--- config.mk ---
export PLATFORM = sky130hd
export DESIGN_NAME = div_32_seq
export DESIGN_NICKNAME = d
export VERILOG_FILES = /design/src/rtl/div_32_seq.sv
export SDC_FILE = /design/constraint.sdc
export NUM_CORES = 1
export LEC_CHECK = 0
export ABC_AREA = 1
export CAP_MARGIN = 20
export CORE_MARGIN = 1.5
export CORE_UTILIZATION = 50
export DETAILED_ROUTE_END_ITERATION = 16
export HOLD_SLACK_MARGIN = 0.06
export PLACE_DENSITY = 0.71
export SLEW_MARGIN = 10
export SYNTH_ARGS = -nofsm -noshare
export SYNTH_HDL_FRONTEND = slang
export SYNTH_SLANG_ARGS = --single-unit
--- constraint.sdc ---
create_clock -name CLK -period 6.1 [get_ports CLK]
set_input_delay 1.22 -clock CLK [delete_from_list [all_inputs] [get_ports CLK]]
set_output_delay 1.22 -clock CLK [all_outputs]
set_load 0.1 [all_outputs]
--- src/rtl/div_32_seq.sv ---
`default_nettype none
// ============================================================================
// Module      : div_32_seq
// Description : Iterative restoring divider, one quotient bit per clock,
//               signed/unsigned, with start/done handshake and DBZ flag.
// Revision    : 1.0 - initial release
// ============================================================================
module div_32_seq #(
    parameter int WIDTH = 32,
    parameter int CNT_W = 6
) (
    input  logic             CLK,
    input  logic             RST,
    input  logic             START,
    input  logic             SIGNED,
    input  logic [WIDTH-1:0] A,
    input  logic [WIDTH-1:0] B,
    output logic [WIDTH-1:0] Q,
    output logic [WIDTH-1:0] R,
    output logic             BUSY,
    output logic             DONE,
    output logic             DBZ
);

    typedef enum logic [1:0] {
        ST_IDLE = 2'd0,
        ST_BUSY = 2'd1,
        ST_ZERO = 2'd2
    } state_t;

    localparam logic [WIDTH-1:0] c_one  = WIDTH'(1);
    localparam logic [CNT_W-1:0] c_last = CNT_W'(WIDTH - 1);

    state_t           state_q, state_d;
    logic [CNT_W-1:0] cnt_q, cnt_d;
    logic [WIDTH-1:0] rem_q, rem_d;
    logic [WIDTH-1:0] dvd_q, dvd_d;
    logic [WIDTH-1:0] dvs_q, dvs_d;
    logic [WIDTH-1:0] q_q, q_d;
    logic [WIDTH-1:0] r_q, r_d;
    logic             qneg_q, qneg_d;
    logic             rneg_q, rneg_d;
    logic             done_q, done_d;
    logic             dbz_q, dbz_d;

    logic             a_neg, b_neg;
    logic [WIDTH-1:0] a_abs, b_abs;

    logic [WIDTH-1:0] it_rem, it_dvd, it_dvs;
    logic [WIDTH-1:0] it_shift, it_diff;
    logic             it_top, it_cout, it_bit;
    logic [WIDTH-1:0] it_rem_nxt, it_quo_nxt;

    function automatic logic [WIDTH-1:0] negate(input logic [WIDTH-1:0] x);
        return ~x + c_one;
    endfunction

    assign a_neg = SIGNED & A[WIDTH-1];
    assign b_neg = SIGNED & B[WIDTH-1];
    assign a_abs = a_neg ? negate(A) : A;
    assign b_abs = b_neg ? negate(B) : B;

    // The start edge performs the first trial step directly on the operands.
    always_comb begin
        it_rem = rem_q;
        it_dvd = dvd_q;
        it_dvs = dvs_q;
        if (state_q == ST_IDLE) begin
            it_rem = '0;
            it_dvd = a_abs;
            it_dvs = b_abs;
        end
    end

    // Trial subtract through the adder's subtract path (~B, carry-in 1).
    // A bit shifted out of the remainder means the value exceeds the divisor.
    assign it_shift              = {it_rem[WIDTH-2:0], it_dvd[WIDTH-1]};
    assign it_top                = it_rem[WIDTH-1];
    assign {it_cout, it_diff}    = {1'b0, it_shift} + {1'b0, ~it_dvs} + {{WIDTH{1'b0}}, 1'b1};
    assign it_bit                = it_cout | it_top;
    assign it_rem_nxt            = it_bit ? it_diff : it_shift;
    assign it_quo_nxt            = {it_dvd[WIDTH-2:0], it_bit};

    always_comb begin
        state_d = state_q;
        cnt_d   = cnt_q;
        rem_d   = rem_q;
        dvd_d   = dvd_q;
        dvs_d   = dvs_q;
        q_d     = q_q;
        r_d     = r_q;
        qneg_d  = qneg_q;
        rneg_d  = rneg_q;
        done_d  = 1'b0;
        dbz_d   = dbz_q;

        case (state_q)
            ST_IDLE: begin
                if (START) begin
                    if (B == '0) begin
                        state_d = ST_ZERO;
                        dvd_d   = A;
                    end else begin
                        state_d = ST_BUSY;
                        rem_d   = it_rem_nxt;
                        dvd_d   = it_quo_nxt;
                        dvs_d   = b_abs;
                        qneg_d  = a_neg ^ b_neg;
                        rneg_d  = a_neg;
                        cnt_d   = CNT_W'(1);
                    end
                end
            end
            ST_BUSY: begin
                rem_d = it_rem_nxt;
                dvd_d = it_quo_nxt;
                cnt_d = cnt_q + CNT_W'(1);
                if (cnt_q == c_last) begin
                    state_d = ST_IDLE;
                    cnt_d   = '0;
                    q_d     = qneg_q ? negate(it_quo_nxt) : it_quo_nxt;
                    r_d     = rneg_q ? negate(it_rem_nxt) : it_rem_nxt;
                    done_d  = 1'b1;
                    dbz_d   = 1'b0;
                end
            end
            ST_ZERO: begin
                state_d = ST_IDLE;
                q_d     = '1;
                r_d     = dvd_q;
                done_d  = 1'b1;
                dbz_d   = 1'b1;
            end
            default: begin
                state_d = ST_IDLE;
            end
        endcase
    end

    always_ff @(posedge CLK) begin
        if (RST) begin
            state_q <= ST_IDLE;
            cnt_q   <= '0;
            rem_q   <= '0;
            dvd_q   <= '0;
            dvs_q   <= '0;
            q_q     <= '0;
            r_q     <= '0;
            qneg_q  <= 1'b0;
            rneg_q  <= 1'b0;
            done_q  <= 1'b0;
            dbz_q   <= 1'b0;
        end else begin
            state_q <= state_d;
            cnt_q   <= cnt_d;
            rem_q   <= rem_d;
            dvd_q   <= dvd_d;
            dvs_q   <= dvs_d;
            q_q     <= q_d;
            r_q     <= r_d;
            qneg_q  <= qneg_d;
            rneg_q  <= rneg_d;
            done_q  <= done_d;
            dbz_q   <= dbz_d;
        end
    end

    assign Q    = q_q;
    assign R    = r_q;
    assign BUSY = (state_q == ST_BUSY);
    assign DONE = done_q;
    assign DBZ  = dbz_q;

endmodule
`default_nettype wire

==> flow_summary_export.csv <==
group,metric,value,unit
critical_path,critPathSlowestCell,"clkdlybuf4s50_1",
synthesis,synth-adder-area-share,0.03643,
critical_path,worstSetupEndpointType,"flip-flop",
synthesis,synth_compound_area_frac,0.1868,
placed_design,place_area,16740,um2
timing,maxSlewViolCount,0,
clocking,worstSkewPairLatency,460,ps
critical_path,cp_data_arrival_time,6090,ps
synthesis,async_flop_share,0,
critical_path,cp_common_cell,"nand2_1",
synthesis,synth_seq_cells,172,
finish,final_area,17530,um2
drt,wl_per_cell,17.34,um
timing,setup_violations,0,
synthesis,seq_area_frac_synth,0.2410,
pwr,total_leakage_power,0.008479,uW
finish,final_net_count,2793,
clocking,cts.clk_slew.worst_paths,70,ps
floorplanning,core,27930,um2
global_route,grt_pass1_vias,15230,
outcome,status,"completed",
critical_path,crit_path_max_incr_delay,390,ps
finish,syn2layout_area_growth,22.70,%
synthesis,muxShareOfSynthArea,0.001401,
placed_design,dp_hpwl,41220,um
timing,finalClockSkew,17.15,ps
synthesis,synth_top_area_frac,0.2410,
timing,layout_min_cycle_time,5746,ps
global_route,grt_use_total,0.3599,
drt,postRouteAntennaNets,0,
synthesis,yosysTopAreaCell,"dfxtp_1",
critical_path,cp.required,6450,ps
drt,drt_iter0_markers,1721,
floorplanning,die_h,172.0,um
synthesis,synth_top_family_by_area,"simple AND/OR/NAND/NOR gates",
clocking,cts_sinks,172,
clocking,hold_buffers,0,
drt,drc,0,
run,cap_violations,0,
floorplanning,row_count,61,
synthesis,synth_xor_area_frac,0.04230,
floorplanning,io_pins,135,
finish,final_core_util,0.6275,
placed_design,finalWeightedCongestion,0.9906,
synthesis,yosys.area_share.simple,0.3576,
synthesis,synth_edf_count,0,
pwr,power.density,212.4,nW/um2
clocking,cts-htree-levels,4,
drt,finalWirelength,53330,um
global_route,grt_pass1_wl,81590,um
synthesis,yosysMostFrequentCell,"nand2_1",
pwr,ir_worst_vdd,0.1915,mV
timing,rsz0062_at_grt,"false",
clocking,cts_max_path_buffers,2,
drt,via_per_inst,5.510,
synthesis,yosys-top-cells-count,"664 x nand2_1, 381 x inv_1, 267 x nor2_1, 224 x o21ai_0, 184 x nand3_1",
finish,drive_above_1_share,0.1064,
synthesis,yosysWarnings,0,
drt,num_vias,16940,
synthesis,synth_flop_cell,"dfxtp_1",
timing,max_freq,174.0,MHz
synthesis,syn_nets,2585,
synthesis,synthCells,2476,
synthesis,synth_cell_types,54,
clocking,cts_root_buf,"clkbuf_16",
global_route,grt_max_degree,92,
clocking,tritoncts,"yes",
global_route,overflow,0,
timing,max_slew_margin,0.2024,
critical_path,worstPathMaxFanout,6,
placed_design,io_buffers,134,
timing,worst_pin_slew,1184,ps
timing,hold_viol_final,0,
synthesis,syn_area_per_cell,5.770,um2
floorplanning,die_w,172.0,um
critical_path,startpoint_type,"input pin",
floorplanning,initial_core_util,0.5114,
clocking,numCtsBuffers,17,
finish,diodes,0,
drt,drtPass1Iterations,8,
global_route,antenna_found_initial,0,
synthesis,yosys-top-cells-area,"dfxtp_1 24%, nand2_1 17%, inv_1 10%",
worst_hold_path,hp-class,"flip-flop to flip-flop",
floorplanning,die_area,29600,um2
synthesis,synthesis.area,14290,um2
critical_path,crit_type,"input pin to flip-flop",
timing,fin_crit_sh,0.9420,
worst paths after layout:
| path | from | to | slack [ps] | cells after the start |
|---|---|---|---|---|
| worst max-delay path | B[1] | Q[20]$_SDFFE_PP0P_ | 350 | 35 |
| worst min-delay path | dvs_q[5]$_SDFFE_PP0P_ | dvs_q[5]$_SDFFE_PP0P_ | 450 | 2 |
| worst max register to register | state_q[0]$_SDFFE_PP0P_ | Q[20]$_SDFFE_PP0P_ | 880 | 26 |
| worst min register to register | dvs_q[5]$_SDFFE_PP0P_ | dvs_q[5]$_SDFFE_PP0P_ | 450 | 2 |
worst max-delay path: cells and delay by family:
kind / cells / cell delay, ps
AND/OR/NAND/NOR: 23 / 2800
adder cells (fa/ha/maj): 3 / 680
buffers and inverters: 5 / 720
multiplexers: 1 / 120
AO/OA/AOI/OAI: 2 / 290
XOR/XNOR: 1 / 220
flip-flops by register name, indices dropped and copies added (netlist names), 2 cells and up:
| register | count |
|---|---|
| R | 32 |
| cnt_q | 6 |
| Q | 32 |
| dvd_q | 32 |
| rem_q | 32 |
| dvs_q | 32 |
| state_q | 2 |
report_power, final:
group | internal, uW | leakage (uW) | switching [uW]
sequential | 1190 | 0.00141 | 30.5
clock | 579 | 0.000262 | 531
combinational | 485 | 0.00681 | 910
total | 2250 | 0.00848 | 1470
cell families after synthesis:
kind of cell,Yosys count
muxes,2
buffers and inverters,491
DFF,172
AOI/OAI and AO/OA,488
adders and majority gates,41
xor gates and xnor gates,69
and+or+nand+nor,1213
area by class of cell:
type / instances / area (um2)
clock buffer: 21 / 450.4
sequential: 172 / 3443
tap: 378 / 473.0
inverter: 391 / 1470
multi-input combinational: 1814 / 9085
fill: 2722 / 10410
timing repair buffer: 288 / 2496
clock inverter: 11 / 111.4
layer usage:
metal  GRT usage  wire length [um]  vias up
li1            -                 -     8309
met1      0.5114             24440     7801
met2      0.5512             22930      759
met3     0.06546              4859       73
met4      0.1062              1100        0
met5           0                 0        -
cell usage in the layout (no fill, tap or decap), types with 36 or more instances in the layout:
cell             netlist  final
inv_1                381    378
o21ai_0              224    219
a21oi_1              172    169
dfxtp_1              172    172
ha_1                  40     36
buf_4                  1    152
nor2_1               267    256
xor2_1                51     51
nand3_1              184    181
nand2_1              664    656
clkdlybuf4s50_1        0    132
metrics by stage:
| step | cells | TNS, ps | hold slack, ps | worst slack (ps) | power, uW |
|---|---|---|---|---|---|
| 2_1_floorplan | 2476 | 0 | 429.2 | 644.9 | 2070 |
| 3_3_place_gp | 3032 | 0 | 438.3 | 17.61 | 2545 |
| 3_5_place_dp | 3032 | -2521 | 444.9 | -219.8 | 2565 |
| 4_1_cts | 3064 | 0 | 456.1 | 248.1 | 3662 |
| 5_1_grt | 3075 | 0 | 481.1 | 5.570 | 3916 |
| 6_report | 3075 | 0 | 452.7 | 353.9 | 3723 |
what timing repair did:
item / 4_1_cts / 5_1_grt
buffers inserted: 0 / 10
gates resized for setup: 0 / 48
setup endpoints to repair: 0 / 39
Power figures use the tool's default switching activity.
